$ cat config.mk
export PLATFORM = sky130hd
export DESIGN_NAME = ram_bus_arbiter
export DESIGN_NICKNAME = d
export VERILOG_FILES = /design/src/rtl/ram_bus_arbiter.sv
export SDC_FILE = /design/constraint.sdc
export NUM_CORES = 1
export LEC_CHECK = 0
export ABC_AREA = 1
export CORE_MARGIN = 8
export CORE_UTILIZATION = 32
export CTS_CLUSTER_DIAMETER = 30
export DETAILED_ROUTE_END_ITERATION = 6
export PLACE_DENSITY = 0.76
export RECOVER_POWER = 25
export SETUP_SLACK_MARGIN = 0.02
export SYNTH_ARGS = -nofsm -noshare
export SYNTH_HDL_FRONTEND = slang
export SYNTH_SLANG_ARGS = --single-unit
$ cat constraint.sdc
create_clock -name clk -period 1.52 [get_ports clk]
set_input_delay 0.304 -clock clk [delete_from_list [all_inputs] [get_ports clk]]
set_output_delay 0.304 -clock clk [all_outputs]
set_load 0.05 [all_outputs]
$ cat src/rtl/ram_bus_arbiter.sv
// Main-RAM port arbiter: takes the bus from the Z80 via BUSREQ/BUSACK and lends it to
// the CRTC row DMA (master 0, read-only, never preempted) or the PCG/FDC engine (master 1).
module ram_bus_arbiter #(
    parameter int MAX_HOLD1 = 64,
    parameter int ADR_W     = 17
) (
    input  logic             clk,
    input  logic             reset,
    output logic             cpu_busreq,
    input  logic             cpu_busack,
    input  logic [ADR_W-1:0] cpu_adr,
    input  logic             cpu_we,
    input  logic             req0,
    output logic             ack0,
    input  logic [ADR_W-1:0] adr0,
    input  logic             req1,
    output logic             ack1,
    input  logic [ADR_W-1:0] adr1,
    input  logic             we1,
    output logic [ADR_W-1:0] ram_adr,
    output logic             ram_we,
    output logic [1:0]       ram_sel,
    output logic             preempt
);

    typedef enum logic [2:0] {
        IDLE,
        REQ,
        GRANT0,
        GRANT1,
        HANDOVER,
        RELEASE
    } state_t;

    localparam logic [7:0] HOLD_LIMIT = 8'(MAX_HOLD1 - 1);

    state_t     state_q, state_d;
    logic       cpu_busreq_q, cpu_busreq_d;
    logic       ack0_q, ack0_d;
    logic       ack1_q, ack1_d;
    logic       preempt_q, preempt_d;
    logic [1:0] ram_sel_q, ram_sel_d;
    logic [7:0] hold_q, hold_d;
    logic       preempt_now;

    // Master 1 is only bumped while master 0 is actually waiting.
    assign preempt_now = (state_q == GRANT1) && req1 && req0 && (hold_q >= HOLD_LIMIT);

    always_ff @(posedge clk) begin
        if (reset) begin
            state_q      <= IDLE;
            cpu_busreq_q <= 1'b0;
            ack0_q       <= 1'b0;
            ack1_q       <= 1'b0;
            preempt_q    <= 1'b0;
            ram_sel_q    <= 2'd0;
            hold_q       <= 8'd0;
        end else begin
            state_q      <= state_d;
            cpu_busreq_q <= cpu_busreq_d;
            ack0_q       <= ack0_d;
            ack1_q       <= ack1_d;
            preempt_q    <= preempt_d;
            ram_sel_q    <= ram_sel_d;
            hold_q       <= hold_d;
        end
    end

    always_comb begin
        state_d = state_q;
        case (state_q)
            IDLE: begin
                if (req0 || req1) state_d = REQ;
            end
            REQ: begin
                if (cpu_busack) begin
                    if (req0)      state_d = GRANT0;
                    else if (req1) state_d = GRANT1;
                    else           state_d = RELEASE;
                end
            end
            GRANT0: begin
                if (!req0) state_d = req1 ? HANDOVER : RELEASE;
            end
            GRANT1: begin
                if (!req1)            state_d = req0 ? HANDOVER : RELEASE;
                else if (preempt_now) state_d = HANDOVER;
            end
            HANDOVER: begin
                if (req0)      state_d = GRANT0;
                else if (req1) state_d = GRANT1;
                else           state_d = RELEASE;
            end
            RELEASE: begin
                if (!cpu_busack) state_d = IDLE;
            end
            default: state_d = IDLE;
        endcase
    end

    // Outputs are decoded from the upcoming state so they register in step with it.
    always_comb begin
        cpu_busreq_d = (state_d == REQ) || (state_d == GRANT0) ||
                       (state_d == GRANT1) || (state_d == HANDOVER);
        ack0_d       = (state_d == GRANT0);
        ack1_d       = (state_d == GRANT1);
        preempt_d    = preempt_now;
        ram_sel_d    = 2'd0;
        case (state_d)
            GRANT0:   ram_sel_d = 2'd1;
            GRANT1:   ram_sel_d = 2'd2;
            HANDOVER: ram_sel_d = 2'd3;
            default:  ram_sel_d = 2'd0;
        endcase
        hold_d = 8'd0;
        if ((state_q == GRANT1) && (state_d == GRANT1)) begin
            hold_d = (hold_q == 8'hFF) ? hold_q : hold_q + 8'd1;
        end
    end

    always_comb begin
        ram_adr = cpu_adr;
        ram_we  = 1'b0;
        case (ram_sel_q)
            2'd0: begin
                ram_adr = cpu_adr;
                ram_we  = cpu_we;
            end
            2'd1: ram_adr = adr0;
            2'd2: begin
                ram_adr = adr1;
                ram_we  = we1;
            end
            default: begin
                ram_adr = cpu_adr;
                ram_we  = 1'b0;
            end
        endcase
    end

    assign cpu_busreq = cpu_busreq_q;
    assign ack0       = ack0_q;
    assign ack1       = ack1_q;
    assign preempt    = preempt_q;
    assign ram_sel    = ram_sel_q;

endmodule

==> results.ini <==
[floorplanning]
die_h_microns = 77.7
fp.coreArea_sq_um = 3660
io_pins = 82
die_area_sq_um = 6040
rows = 22
initial_utilization = 0.333
die_w_microns = 77.7

[critical_path]
end_kind = primary output
arrival_ns = 1.57
rrSetupSlack_ns = 0.06
required_ns = 1.22
path_max_fanout = 5
worstSetupPathType = register to primary output
start_kind = register

[layout]
finalNetCount = 369
area_growth_pct = 149
diodes = 0
fin_cells = 354
drive_gt1_frac = 0.376

[placed_design]
numPlacedInstances = 342
dpl.hpwl_microns = 4380
port_buffers = 81
gp_congestion = 0.927

[pwr]
irDropWorstVdd_v = 0.000716
power_mw = 2.92
leakagePower_nw = 1.17
powerDensity_nw_per_um2 = 964

[synthesis]
ys.flop_type = dfxtp_1
async_reset_ff_frac = 0
synth-edff-count = 0
yosys_warnings = 0
yosys-top-cells-area = dfxtp_1 28%, nand2_1 18%, nor2_1 9.9%
syn_area_per_cell_sq_um = 6.06
yosysMostFrequentCell = nand2_1
synthTopCellsByCount = 60 x nand2_1, 32 x nor2_1, 19 x a31oi_1, 18 x inv_1, 17 x dfxtp_1
synth_seq_cells = 17
yosysSeqAreaShare = 0.279
synth_top_cell_by_area = dfxtp_1
synthesis.area_sq_um = 1220
synth_cell_types = 23
synth_top_area_share = 0.279
synth.net_count = 263
syn_inst = 201

[flow_run]
maxCapViolations = 0

[timing]
setup-violations-final = 18
hold_violations = 0
final.setup.worst_slack_ns = -0.353
max_freq_mhz = 534
period_needed_ns = 1.87
fin_crit_sh = 1.23
setup-tns-final_ns = -5.67
slew_headroom = 0.590
drv_slew = 0
fin_skew_ns = 0.00353
tightest_slew_ns = 0.618
grt_setup_unrepaired = true

[detailed_routing]
finalWirelength_microns = 5870
vias = 1775
final_antenna_net_count = 0
viasPerCell = 5.01
first_pass_iters = 4
drc = 0
drtIter0Drc = 102
wl_per_cell_microns = 16.6

[cts]
cts_max_level = 1
numCtsBuffers = 3
cts_tree = done
clockBufferDepth = 2
cts_hold_buf = 0
clkTransAtPathRegs_ns = 0.06
clk_latency_ns = 0.25
root_buffer = clkbuf_8
cts_sinks = 17

[min_path]
hold_class = register to register

[global_routing]
antenna_found_initial = 0
grt_pass1_vias = 1683
grt-ovfl-total = 0
grt_usage = 0.182
grt_max_degree = 16
grt_pass1_wl_microns = 9020

[status]
outcome = finished with violations
violations = setup timing

## through the flow
stage	cell area (sq um)	setup WS, ns	hold slack, ns	util
6_report	3030	-0.353	0.543	0.828
4_1_cts	2930	-0.359	0.478	0.801
3_3_place_gp	2820	-0.192	0.470	0.769
5_1_grt	3030	-0.416	0.590	0.828
2_1_floorplan	1630	-0.245	0.376	-
3_5_place_dp	2820	-0.246	0.483	0.769
## critical path: stages (launching register included)
cell	delay [ns]
dfxtp_4	0.36
inv_4	0.04
ha_4	0.31
buf_12	0.13
buf_12	0.12
nor2_4	0.04
a31oi_4	0.16
buf_12	0.16
## cells by family (layout without fill, tap and decap cells)
kind of cell / after synthesis / after routing / synth area share
fa+ha+maj: 4 / 4 / 0.0411
compound gates: 32 / 32 / 0.162
simple gates: 118 / 118 / 0.407
xor+xnor: 3 / 3 / 0.0216
buf+inv: 27 / 132 / 0.0893
flops: 17 / 17 / 0.279
## path summary, 6_finish.rpt
check,start,endpoint,cells past startpoint
setup reg to reg,hold_q[0]$_SDFFE_PP0P_,ram_sel[0]$_SDFF_PP0_,11
hold / removal,hold_q[6]$_SDFFE_PP0P_,hold_q[6]$_SDFFE_PP0P_,2
setup / recovery,ram_sel[0]$_SDFF_PP0_,ram_adr[10],7
hold reg to reg,hold_q[6]$_SDFFE_PP0P_,hold_q[6]$_SDFFE_PP0P_,2
## where the power goes
group	internal, mW	switching [mW]
clock network	0.186	0.152
registers	0.473	0.0288
logic	1.04	1.04
## placed cells by master, fill, tap and decap left out, types with 2 or more instances in the layout
cell,n
nand2_1,56
clkdlybuf4s50_1,54
buf_12,28
nor2_1,21
a31oi_4,17
buf_4,16
inv_1,14
dfxtp_1,11
nand3_1,9
nand2_2,7
nor2_4,7
nor2_2,6
or2_2,4
a21oi_1,4
dfxtp_2,4
nand4_1,3
o21ai_1,3
xnor2_1,3
ha_4,3
clkbuf_8,3
clkbuf_1,3
buf_6,3
inv_4,2
o21ai_0,2
inv_2,2
nand3_2,2
nor3_2,2
a31oi_1,2
dlygate4sd2_1,2
clkbuf_2,2
dfxtp_4,2
## registers in the layout (all words and copies together), names as in the netlist
signal / count
ack0: 1
ack1: 1
cpu_busreq: 1
hold_q: 8
preempt: 1
ram_sel: 2
state_q: 3
## metal layers
layer | global-route usage | routed length, microns | up-vias
met2 | 0.314 | 2780 | 77
met3 | 0.0403 | 404 | 11
met5 | 0 | 0 | -
met1 | 0.220 | 2580 | 818
li1 | - | - | 869
met4 | 0.0509 | 107 | 0
## timing repair
action,CTS,global route
pin swaps,7,13
endpoints found under the setup margin,20,26
cloned,0,1
resized for setup,14,22
setup buffers,3,4
## final cells by class
| cell class | count | area, sq um |
|---|---|---|
| Timing Repair Buffer | 110 | 1340 |
| Multi-Input combinational cell | 157 | 1160 |
| Fill cell | 212 | 629 |
| Sequential cell | 17 | 353 |
| Inverter | 18 | 72.6 |
| Tap cell | 48 | 60.1 |
| Clock buffer | 4 | 45.0 |
Power figures use the tool's default switching activity.
